--- config.mk ---
export PLATFORM = sky130hd
export DESIGN_NAME = nibble_packer_flat
export DESIGN_NICKNAME = d
export VERILOG_FILES = /design/src/rtl/nibble_packer_if.sv /design/src/rtl/nibble_packer.sv /design/src/flat_wrapper.sv
export SDC_FILE = /design/constraint.sdc
export NUM_CORES = 1
export LEC_CHECK = 0
export ABC_AREA = 1
export CAP_MARGIN = 20
export CELL_PAD_IN_SITES_DETAIL_PLACEMENT = 0
export CELL_PAD_IN_SITES_GLOBAL_PLACEMENT = 2
export CORE_MARGIN = 3
export CORE_UTILIZATION = 30
export DETAILED_ROUTE_END_ITERATION = 6
export PLACE_DENSITY_LB_ADDON = 0.1
export SYNTH_ARGS = -nofsm -noshare
export SYNTH_HDL_FRONTEND = slang
export SYNTH_SLANG_ARGS = --single-unit
export TNS_END_PERCENT = 5
--- constraint.sdc ---
create_clock -name clk -period 5.3 [get_ports clk]
set_input_delay 1.06 -clock clk [delete_from_list [all_inputs] [get_ports clk]]
set_output_delay 1.06 -clock clk [all_outputs]
set_load 0.005 [all_outputs]
--- src/rtl/nibble_packer_if.sv ---
// ============================================================================
//  Module  : nibble_packer_if
//  Purpose : FIFO read side plus packed-byte output channel of nibble_packer.
//  Rev     : 1.0  initial release
// ============================================================================
`default_nettype none

interface nibble_packer_if;
   logic        rempty;
   logic [3:0]  rdata;
   logic        rinc;
   logic        flush;
   logic [7:0]  m_data;
   logic        m_valid;
   logic        m_ready;
   logic        partial;
   logic [15:0] byte_cnt;

   // master: the packer itself
   modport master (
      input  rempty, rdata, flush, m_ready,
      output rinc, m_data, m_valid, partial, byte_cnt
   );

   // slave: the FIFO and byte consumer around the packer
   modport slave (
      output rempty, rdata, flush, m_ready,
      input  rinc, m_data, m_valid, partial, byte_cnt
   );
endinterface

`default_nettype wire

--- src/rtl/nibble_packer.sv ---
// ============================================================================
//  Module  : nibble_packer
//  Purpose : Pops nibbles from a FWFT FIFO and packs pairs into bytes.
//  Rev     : 1.0  initial release
// ============================================================================
`default_nettype none

module nibble_packer #(
   parameter bit LO_FIRST = 1'b1
) (
   input  logic             clk,
   input  logic             rst,
   nibble_packer_if.master  bus
);

   // Encoding is {valid, hold}, so the outputs come straight off the state flops.
   typedef enum logic [1:0] {
      S_IDLE      = 2'b00,
      S_HALF      = 2'b01,
      S_BYTE      = 2'b10,
      S_BYTE_HALF = 2'b11
   } state_t;

   state_t      state_q;
   logic [3:0]  hold_q;
   logic [7:0]  data_q;
   logic [15:0] cnt_q;

   logic        w_pop;
   logic        w_xfer;

   function automatic logic [7:0] pack(input logic [3:0] first, input logic [3:0] second);
      return LO_FIRST ? {second, first} : {first, second};
   endfunction

   always_comb begin
      w_pop  = !rst && !bus.rempty && !bus.flush &&
               !((state_q == S_BYTE_HALF) && !bus.m_ready);
      w_xfer = state_q[1] && bus.m_ready;
   end

   assign bus.rinc     = w_pop;
   assign bus.m_valid  = state_q[1];
   assign bus.partial  = state_q[0];
   assign bus.m_data   = data_q;
   assign bus.byte_cnt = cnt_q;

   always_ff @(posedge clk or posedge rst) begin
      if (rst) begin
         state_q <= S_IDLE;
         hold_q  <= 4'h0;
         data_q  <= 8'h00;
         cnt_q   <= 16'h0000;
      end else begin
         if (w_xfer) begin
            cnt_q <= cnt_q + 16'd1;
         end
         case (state_q)
            S_IDLE: begin
               if (w_pop) begin
                  hold_q  <= bus.rdata;
                  state_q <= S_HALF;
               end
            end
            S_HALF: begin
               if (w_pop) begin
                  data_q  <= pack(hold_q, bus.rdata);
                  state_q <= S_BYTE;
               end else if (bus.flush) begin
                  data_q  <= pack(hold_q, 4'h0);
                  state_q <= S_BYTE;
               end
            end
            S_BYTE: begin
               if (w_pop) begin
                  hold_q  <= bus.rdata;
                  state_q <= w_xfer ? S_HALF : S_BYTE_HALF;
               end else if (w_xfer) begin
                  state_q <= S_IDLE;
               end
            end
            S_BYTE_HALF: begin
               // Pop is already gated off here unless the current byte leaves.
               if (w_xfer) begin
                  if (w_pop) begin
                     data_q  <= pack(hold_q, bus.rdata);
                     state_q <= S_BYTE;
                  end else if (bus.flush) begin
                     data_q  <= pack(hold_q, 4'h0);
                     state_q <= S_BYTE;
                  end else begin
                     state_q <= S_HALF;
                  end
               end
            end
            default: state_q <= S_IDLE;
         endcase
      end
   end

endmodule

`default_nettype wire

--- src/flat_wrapper.sv ---
// flat-port wrapper written by rule: the top's interface ports become plain ports
module nibble_packer_flat 
#(
   parameter bit LO_FIRST = 1'b1
)
  (clk, rst, bus_rempty, bus_rdata, bus_flush, bus_m_ready, bus_rinc, bus_m_data, bus_m_valid, bus_partial, bus_byte_cnt);
  nibble_packer_if bus_i ();
  input  logic clk;
  input  logic rst;
  input wire logic [$bits(bus_i.rempty)-1:0] bus_rempty;
  input wire logic [$bits(bus_i.rdata)-1:0] bus_rdata;
  input wire logic [$bits(bus_i.flush)-1:0] bus_flush;
  input wire logic [$bits(bus_i.m_ready)-1:0] bus_m_ready;
  output wire logic [$bits(bus_i.rinc)-1:0] bus_rinc;
  output wire logic [$bits(bus_i.m_data)-1:0] bus_m_data;
  output wire logic [$bits(bus_i.m_valid)-1:0] bus_m_valid;
  output wire logic [$bits(bus_i.partial)-1:0] bus_partial;
  output wire logic [$bits(bus_i.byte_cnt)-1:0] bus_byte_cnt;
  assign bus_i.rempty = bus_rempty;
  assign bus_i.rdata = bus_rdata;
  assign bus_i.flush = bus_flush;
  assign bus_i.m_ready = bus_m_ready;
  assign bus_rinc = bus_i.rinc;
  assign bus_m_data = bus_i.m_data;
  assign bus_m_valid = bus_i.m_valid;
  assign bus_partial = bus_i.partial;
  assign bus_byte_cnt = bus_i.byte_cnt;
  nibble_packer #(.LO_FIRST(LO_FIRST)) u_core (.clk(clk), .rst(rst), .bus(bus_i));
endmodule
==> impl_results.md, run 1 <==
- Crit-path cells: clkdlybuf4s50_1 > inv_1 > nand2_1 > nor2_1 > nand2_2 > inv_2 > clkdlybuf4s50_1
- Clk_skew: 0.00955 ns
- Sequential area share after synthesis: 50.1%
- DRT Wirelength: 3.39 mm
- # setup viols final: 0
- Status: finished clean
- Top cell type's share of synthesized area: 50.1%
- CP dominant cell by count: clkdlybuf4s50_1
- Met2 usage: 19.4%
- Residual DRC count: 0
- Internal power: 532 µW
- Core region area: 4790 µm²
- Final hold vios: 0
- Ports: 36
- CP endpoint kind: output pin
- Iter 0 DRT Violations: 52
- Most common cell after layout, fill and taps aside: nand2_1
- Final GP Congestion: 0.777
- Setup crit start kind: input port
- Post-route cell area: 2030 µm²
- Root Driver: clkbuf_8
- RSZ-0062 raised after global routing: no
- Fill cell count: 478
- Clock Tree Buf Depth: 2
- Synth area leaders: dfrtp_1, nand2_1, inv_1
- # rows: 25
- Post-DP Area: 1940 µm²
- Comb power frac: 34.0%
- DR vias: 1315
- Detail Route Antenna Nets: 0
- Slowest stage delay, CP: 0.52 ns
- Final net count: 234
- Slew Viols, Final: 0
- Hold_buf cts: 0
- Worst slack, placed: 1.54 ns
- Yosys cell types: 22
- Worst path slowest cell: clkdlybuf4s50_1
- Commonest non-fill, non-tap cells in the layout: nand2_1, clkdlybuf4s50_1, dfrtp_1
- CP Class: input port to output pin
- GR Util met1: 16.2%
- # H-tree levels: 2
- Arrival @ worst endpoint: 2.70 ns
- Fmax: 0.266 GHz
- PD cells: 398 nW/µm²
- Synthesized instance count: 182
- Slew @ Worst Pin: 0.498 ns
- Tcrit/Tclk final: 70.9%
- GRT Util Overall: 12.6%
- CTS tree: built
- GRT met3 Usage: 4.23%
- Busiest grt layer: met2
- WL/cell: 11.6 µm
- Flop pwr share: 42.7%
- Leading area contributor after synthesis: dfrtp_1
- 1st-pass router iterations: 4
- Clock Latency Late Sink: 0.28 ns
- Critical Path RT: 4.24 ns
- Fin Hold WS: 0.477 ns
- Reg clk slew, reported paths: 0.06 ns
- GR Overflow Total: 0
- Yosys warns: 0
- Psw: 277 µW
- Setup TNS: 0 ns
- Maximum fanout along the worst path: 6
- Area of the multi-input gates: 664 µm²
- Cell leakage power: 0.999 nW
- Inserted Clock Buffers: 5
- Syn Area/Cell: 8.24 µm²
- Seq. cell area: 751 µm²
- Mapped Area: 1500 µm²
- Syn nets: 192
- Initial antenna violation count: 0
- Via density: 4.50
- Die Area: 5880 µm²
- Hold crit path type: flip-flop to flip-flop
- Number of I/O port buffers: 35
- Ant. Diodes: 0
- Final setup margin: 1.54 ns
- Slew margin rel.: 66.7%
- Period minus WS final: 3.76 ns
- Die height: 76.7 µm
- Vias in the first global route: 1258
- Reg-to-reg setup timing slack: 3.91 ns
- Die width: 76.7 µm
- Post-cts resize count: 0
- Placed cells: 284
- Switching share of power: 34.2%
- Detailed Place HPWL: 2.62 mm
- Ratio of cells with drive above 1 in the final layout: 12.0%
- Clock power frac: 23.3%
- Post-CTS setup buffer count: 0
- First-pass GRT wire length: 5.90 mm
- MaxCap Viol Count: 0
- Finished Layout Cells: 292
- Worst vdd ir: 0.000180 V
- CTS Sinks: 30
- Initial Util: 31.3%
- Largest net degree at the start of global routing: 31
- Layout area overhead: 35.3%
- FF+latch count, synth: 30
-- cell type report --
class	instances	share of cell area (%)
well taps	67	4.13
repair buffers	36	17.6
inverters	21	3.95
clock buffers	7	4.26
multi-input cells	130	32.8
flip-flops and latches	30	37.0
clock inverters	1	0.247
-- power groups by stage --
stage / sequential [mW] / clock (mW) / combinational, mW
3_3_place_gp: 0.347 / 0 / 0.274
2_1_floorplan: 0.344 / 0 / 0.145
6_report: 0.345 / 0.188 / 0.274
4_1_cts: 0.347 / 0.195 / 0.279
5_1_grt: 0.358 / 0.207 / 0.307
3_5_place_dp: 0.351 / 0 / 0.277
-- cells by family (layout without fill, tap and decap cells) --
group | after synthesis | in the layout | share of synthesized area (%)
AO/OA/AOI/OAI | 15 | 15 | 5.43
XOR/XNOR | 8 | 8 | 4.67
adder cells (fa/ha/maj) | 1 | 1 | 0.835
buffers and inverters | 22 | 65 | 5.59
flip-flops | 30 | 30 | 50.1
AND/OR/NAND/NOR | 106 | 106 | 33.4
-- per-stage QoR --
stage / power, mW / util (%)
after floorplan: 0.489 / -
final: 0.808 / 42.4
after CTS: 0.821 / 42.4
after detailed placement: 0.628 / 40.5
after global placement: 0.621 / 40.5
after global routing: 0.872 / 42.4
-- state kept, by name (all words and copies together), names as in the netlist --
name                 flops
u_core.bus.m_data        8
u_core.bus.byte_cnt     16
u_core.hold_q            4
u_core.state_q           2
-- routing by layer --
layer	wire (µm)	vias to the layer above
li1	-	645
met1	1550	622
met2	1610	42
met3	177	6
met4	49	0
met5	0	-
-- worst max-delay path: cells and delay by family --
kind / cells / cell delay [ns]
buf+inv: 4 / 1.16
simple gates: 3 / 0.49
-- final timing paths --
kind	to	cells past startpoint	startpoint
max reg2reg	u_core.bus.m_data[0]	6	u_core.state_q[0]
min	u_core.hold_q[3]	2	u_core.hold_q[3]
min in group asynchronous	u_core.bus.m_data[1]	3	rst
max in group asynchronous	u_core.bus.byte_cnt[0]	3	rst
max	bus_rinc	7	rst
min reg2reg	u_core.hold_q[3]	2	u_core.hold_q[3]
-- cells in the mapped netlist --
library cell	count
nand2_1	62
dfrtp_1	30
inv_1	19
nor2_1	15
o21ai_0	13
nand3_1	8
nand2_2	6
nor2_4	5
xnor2_1	4
xor2_1	4
nand2_4	2
nand3b_1	2
nand4_1	2
nor2_2	2
clkbuf_1	1
clkinv_2	1
ha_1	1
inv_2	1
nand3_2	1
nor3_1	1
o21ai_1	1
o21bai_2	1
No activity file was read; power rests on OpenSTA's default activity.
==> run 2, diff against run 1 <==
--- a/config.mk
+++ b/config.mk
@@ -10,7 +10,7 @@
 export CELL_PAD_IN_SITES_DETAIL_PLACEMENT = 0
 export CELL_PAD_IN_SITES_GLOBAL_PLACEMENT = 2
 export CORE_MARGIN = 3
-export CORE_UTILIZATION = 30
+export CORE_UTILIZATION = 28
 export DETAILED_ROUTE_END_ITERATION = 6
 export PLACE_DENSITY_LB_ADDON = 0.1
 export SYNTH_ARGS = -nofsm -noshare
==> constraint.sdc (replaced) <==
create_clock -name clk -period 3.59 [get_ports clk]
set_input_delay 0.718 -clock clk [delete_from_list [all_inputs] [get_ports clk]]
set_output_delay 0.718 -clock clk [all_outputs]
set_load 0.005 [all_outputs]
==> impl_results.md, run 2 (synthesis results as in run 1) <==
- Status: finished clean (unchanged)
- Largest net degree at the start of global routing: 31 (unchanged)
- CP Class: input port to output pin (unchanged)
- Vias in the first global route: 1237 (was 1258)
- Period minus WS final: 3.08 ns
- Comb power frac: 32.5% (was 34.0%)
- GR Overflow Total: 0 (unchanged)
- Slew @ Worst Pin: 0.483 ns (was 0.498 ns)
- Ant. Diodes: 0 (unchanged)
- Root Driver: clkbuf_8 (unchanged)
- Cell leakage power: 1.01 nW (was 0.999 nW)
- DR vias: 1250 (was 1315)
- Final net count: 234 (unchanged)
- CTS tree: built (unchanged)
- MaxCap Viol Count: 0 (unchanged)
- 1st-pass router iterations: 4 (unchanged)
- Clock Latency Late Sink: 0.28 ns (about the same)
- Final GP Congestion: 0.728 (was 0.777)
- GR Util met1: 15.5% (was 16.2%)
- CP top delay family: buffers and inverters (unchanged)
- Slew Viols, Final: 0 (unchanged)
- Crit-path cells: clkdlybuf4s50_1 > inv_1 > nand2_1 > nor2_1 > nand2_2 > inv_2 > clkdlybuf4s50_1 (unchanged)
- Via density: 4.24 (was 4.50)
- Setup crit start kind: input port (unchanged)
- Die height: 79.2 µm (was 76.7 µm)
- Tcrit/Tclk final: 85.9%
- GRT met3 Usage: 3.97% (was 4.23%)
- Psw: 410 µW (was 277 µW)
- Number of I/O port buffers: 35 (unchanged)
- Layout area overhead: 36.8% (was 35.3%)
- Arrival @ worst endpoint: 2.37 ns (was 2.70 ns)
- # rows: 26 (was 25)
- Max reg flops: 16 (unchanged)
- Inserted Clock Buffers: 5 (unchanged)
- Ratio of cells with drive above 1 in the final layout: 12.4% (was 12.0%)
- Ports: 36 (unchanged)
- Flop pwr share: 41.2% (was 42.7%)
- Switching share of power: 33.3% (was 34.2%)
- Slew margin rel.: 67.7% (was 66.7%)
- Residual DRC count: 0 (unchanged)
- Worst Path Buf+Inv: 4 (unchanged)
- CP endpoint kind: output pin (unchanged)
- Reg clk slew, reported paths: 0.06 ns (about the same)
- Internal power: 824 µW (was 532 µW)
- Clock Tree Buf Depth: 2 (unchanged)
- Die Area: 6270 µm² (was 5880 µm²)
- Hold crit path type: flip-flop to flip-flop (unchanged)
- Hold_buf cts: 0 (unchanged)
- Area of the multi-input gates: 664 µm² (unchanged)
- Die width: 79.2 µm (was 76.7 µm)
- Core region area: 5140 µm² (was 4790 µm²)
- Clock power frac: 26.3% (was 23.3%)
- Post-CTS setup buffer count: 0 (unchanged)
- Detailed Place HPWL: 2.43 mm (was 2.62 mm)
- Slowest stage delay, CP: 0.51 ns (was 0.52 ns)
- Final hold vios: 0 (unchanged)
- Most common cell after layout, fill and taps aside: nand2_1 (unchanged)
- Maximum fanout along the worst path: 6 (unchanged)
- DRT Wirelength: 3.30 mm (was 3.39 mm)
- Commonest non-fill, non-tap cells in the layout: nand2_1, clkdlybuf4s50_1, dfrtp_1 (unchanged)
- Met2 usage: 18.1% (was 19.4%)
- Detail Route Antenna Nets: 0 (unchanged)
- Fmax: 0.324 GHz
- Setup TNS: 0 ns (unchanged)
- Iter 0 DRT Violations: 46 (was 52)
- Initial antenna violation count: 0 (unchanged)
- # setup viols final: 0 (unchanged)
- PD cells: 602 nW/µm² (was 398 nW/µm²)
- CTS Sinks: 30 (unchanged)
- GRT Util Overall: 11.8% (was 12.6%)
- Critical Path RT: 2.87 ns (was 4.24 ns)
- # H-tree levels: 2 (unchanged)
- WL/cell: 11.2 µm (was 11.6 µm)
- Seq. cell area: 751 µm² (unchanged)
- Worst path slowest cell: clkdlybuf4s50_1 (unchanged)
- CP dominant cell by count: clkdlybuf4s50_1 (unchanged)
- Initial Util: 29.2% (was 31.3%)
- Fill cell count: 547 (was 478)
- Clk_skew: 0.00163 ns (was 0.00955 ns)
- Final Total Pwr: 1.23 mW (was 808 µW)
- Post-cts resize count: 0 (unchanged)
- Busiest grt layer: met2 (unchanged)
- RSZ-0062 raised after global routing: no (unchanged)
- Worst vdd ir: 0.000214 V (was 0.000180 V)
- First-pass GRT wire length: 5.69 mm (was 5.90 mm)
run 2: changes by cell type in the layout (fill, tap and decap cells not counted):
cell / before / now
clkinv_2: 2 / 1
clkbuf_1: 1 / 0
clkbuf_8: 6 / 8
run 2: path summary, 6_finish.rpt:
path                                   start                 endpoint  slack, ns  depth (start not counted)
max in group asynchronous                rst  u_core.bus.byte_cnt[10]       2.39                          3
setup reg to reg           u_core.state_q[1]     u_core.bus.m_data[4]       2.23                          6
min in group asynchronous                rst   u_core.bus.byte_cnt[1]       0.92                          3
hold / removal              u_core.hold_q[3]         u_core.hold_q[3]       0.48                          2
hold reg to reg             u_core.hold_q[3]         u_core.hold_q[3]       0.48                          2
setup / recovery                         rst                 bus_rinc       0.51                          7
run 2: cell type report:
cell class,count,share of cell area [%]
sequential,30,36.6
multi-input combinational,130,32.4
clock buffer,8,5.37
timing repair buffer,36,17.4
tap,70,4.27
inverter,21,3.90
run 2: power groups by stage:
stage | Sequential [mW] | Combinational [mW] | Clock (mW)
global placement | 0.514 | 0.407 | 0
finish | 0.508 | 0.401 | 0.325
global route | 0.525 | 0.458 | 0.354
CTS | 0.511 | 0.408 | 0.335
detailed placement | 0.517 | 0.405 | 0
floorplan | 0.508 | 0.213 | 0
run 2: through the flow:
step,util [%],hold slack [ns],instances,instance area [µm²],worst slack (ns)
after floorplan,-,0.442,182,1500,0.900
after global placement,37.8,0.461,287,1940,0.562
after detailed placement,37.8,0.460,287,1940,0.516
after CTS,39.9,0.477,295,2050,0.505
after global routing,39.9,0.484,295,2050,0.333
final,39.9,0.476,295,2050,0.507
run 2: worst register-to-register path: cells and delay by family (launching register included):
kind	cells	cell delay (ns)
and+or+nand+nor	4	0.42
AOI/OAI and AO/OA	2	0.37
DFF	1	0.46
run 2: routing by layer:
| layer | part of all wire (%) | vias to the layer above |
|---|---|---|
| li1 | - | 646 |
| met1 | 50 | 570 |
| met2 | 44 | 29 |
| met3 | 4.5 | 5 |
| met4 | 1.7 | 0 |
| met5 | 0 | - |
==> run 3, diff against run 2 <==
--- a/config.mk
+++ b/config.mk
@@ -10,7 +10,7 @@
 export CELL_PAD_IN_SITES_DETAIL_PLACEMENT = 0
 export CELL_PAD_IN_SITES_GLOBAL_PLACEMENT = 2
 export CORE_MARGIN = 3
-export CORE_UTILIZATION = 28
+export CORE_UTILIZATION = 30
 export DETAILED_ROUTE_END_ITERATION = 6
 export PLACE_DENSITY_LB_ADDON = 0.1
 export SYNTH_ARGS = -nofsm -noshare
==> constraint.sdc (replaced) <==
create_clock -name clk -period 3.6 [get_ports clk]
set_input_delay 0.72 -clock clk [delete_from_list [all_inputs] [get_ports clk]]
set_output_delay 0.72 -clock clk [all_outputs]
set_load 0.005 [all_outputs]
==> impl_results.md, run 3 (synthesis results as in run 1) <==
- Number of I/O port buffers: 35 (unchanged)
- GR Overflow Total: 0 (unchanged)
- # setup viols final: 0 (unchanged)
- Cell leakage power: 1.01 nW (unchanged)
- Critical Path RT: 2.88 ns (was 2.87 ns)
- Die width: 76.7 µm (was 79.2 µm)
- Slew margin rel.: 67.0% (was 67.7%)
- Layout area overhead: 36.6% (was 36.8%)
- Vias in the first global route: 1267 (was 1237)
- Status: finished clean (unchanged)
- WL/cell: 11.6 µm (was 11.2 µm)
- Worst vdd ir: 0.000235 V (was 0.000214 V)
- RSZ-0062 raised after global routing: no (unchanged)
- Fmax: 0.325 GHz
- Root Driver: clkbuf_8 (unchanged)
- DR vias: 1254 (was 1250)
- Maximum fanout along the worst path: 6 (unchanged)
- Post-route cell area: 2050 µm² (about the same)
- Final GP Congestion: 0.744 (was 0.728)
- Final setup margin: 0.526 ns (was 0.507 ns)
- # rows: 25 (was 26)
- PD cells: 602 nW/µm² (about the same)
- Clk_skew: 0.00318 ns (was 0.00163 ns)
- Worst slack, placed: 0.549 ns (was 0.516 ns)
- MaxCap Viol Count: 0 (unchanged)
- Post-cts resize count: 0 (unchanged)
- Inserted Clock Buffers: 5 (unchanged)
- Ant. Diodes: 0 (unchanged)
- Slew @ Worst Pin: 0.495 ns (was 0.483 ns)
- Ports: 36 (unchanged)
- Post-CTS setup buffer count: 0 (unchanged)
- Setup TNS: 0 ns (unchanged)
- Clock Tree Buf Depth: 2 (unchanged)
- CP endpoint kind: output pin (unchanged)
- Clock Latency Late Sink: 0.28 ns (about the same)
- Hold_buf cts: 0 (unchanged)
- Arrival @ worst endpoint: 2.35 ns (was 2.37 ns)
- CP Class: input port to output pin (unchanged)
- CTS Sinks: 30 (unchanged)
- 1st-pass router iterations: 4 (unchanged)
- Residual DRC count: 0 (unchanged)
- Commonest non-fill, non-tap cells in the layout: nand2_1, clkdlybuf4s50_1, dfrtp_1 (unchanged)
- Initial antenna violation count: 0 (unchanged)
- Detail Route Antenna Nets: 0 (unchanged)
- Most common cell after layout, fill and taps aside: nand2_1 (unchanged)
- Placed cells: 284 (was 287)
- Finished Layout Cells: 292 (was 295)
- Max reg flops: 16 (unchanged)
- # H-tree levels: 2 (unchanged)
- Die Area: 5880 µm² (was 6270 µm²)
- GRT Util Overall: 12.4% (was 11.8%)
- Iter 0 DRT Violations: 37 (was 46)
- Ratio of cells with drive above 1 in the final layout: 12.4% (unchanged)
- Core region area: 4790 µm² (was 5140 µm²)
- Detailed Place HPWL: 2.52 mm (was 2.43 mm)
- Initial Util: 31.3% (was 29.2%)
- Hold crit path type: flip-flop to flip-flop (unchanged)
- Via density: 4.29 (was 4.24)
- First-pass GRT wire length: 5.82 mm (was 5.69 mm)
- Die height: 76.7 µm (was 79.2 µm)
- Reg clk slew, reported paths: 0.06 ns (about the same)
- Final hold vios: 0 (unchanged)
- Post-DP Area: 1940 µm² (about the same)
- Period minus WS final: 3.07 ns
- Setup crit start kind: input port (unchanged)
- Largest net degree at the start of global routing: 31 (unchanged)
- CTS tree: built (unchanged)
- DRT Wirelength: 3.40 mm (was 3.30 mm)
- Final net count: 234 (unchanged)
- Slew Viols, Final: 0 (unchanged)
- Tcrit/Tclk final: 85.4%
[run 3: cell counts in the layout (fill, tap and decap cells not counted)]
Identical to the previous run, type by type.
[run 3: final cells by class]
cell class / count / area [µm²]
clock buffer: 8 / 110
fill: 491 / 2740
inverter: 21 / 80.1
multi-input combinational: 130 / 664
sequential: 30 / 751
tap: 67 / 83.8
timing repair buffer: 36 / 358
[run 3: where the power goes]
group          internal, mW  switching (mW)  leakage, nW
combinational         0.201           0.202        0.565
clock                 0.193           0.128       0.0575
sequential            0.429          0.0797        0.386
total                 0.822           0.410         1.01
[run 3: metal layers]
metal	up-vias	global-route usage, %	share of wire, %	wire length, µm
met4	0	4.35	1.3	44
met2	30	19.3	45	1530
met5	-	0	0	0
met1	573	15.7	48	1650
li1	646	-	-	-
met3	5	4.69	5.1	174
[run 3: path summary, 6_finish.rpt]
path                              startpoint                   end  slack (ns)  depth (start not counted)
setup reg to reg           u_core.state_q[0]  u_core.bus.m_data[7]        2.23                          6
setup / recovery                         rst              bus_rinc        0.53                          7
hold reg to reg             u_core.hold_q[3]  u_core.bus.m_data[3]        0.48                          2
max in group asynchronous                rst      u_core.hold_q[2]        2.41                          3
hold / removal              u_core.hold_q[3]  u_core.bus.m_data[3]        0.48                          2
min in group asynchronous                rst      u_core.hold_q[3]        0.91                          3
[run 3: worst max-delay path: stages]
cell and delay [ns]:
clkdlybuf4s50_1 0.41, inv_1 0.10, nand2_1 0.09, nor2_1 0.25
nand2_2 0.13, inv_2 0.13, clkdlybuf4s50_1 0.52
[run 3: stage by stage]
step,hold slack (ns),power [mW],util (%)
after floorplan,0.442,0.720,-
after global placement,0.459,0.915,40.5
after detailed placement,0.464,0.926,40.5
after CTS,0.480,1.25,42.8
after global routing,0.498,1.33,42.8
final,0.476,1.23,42.8
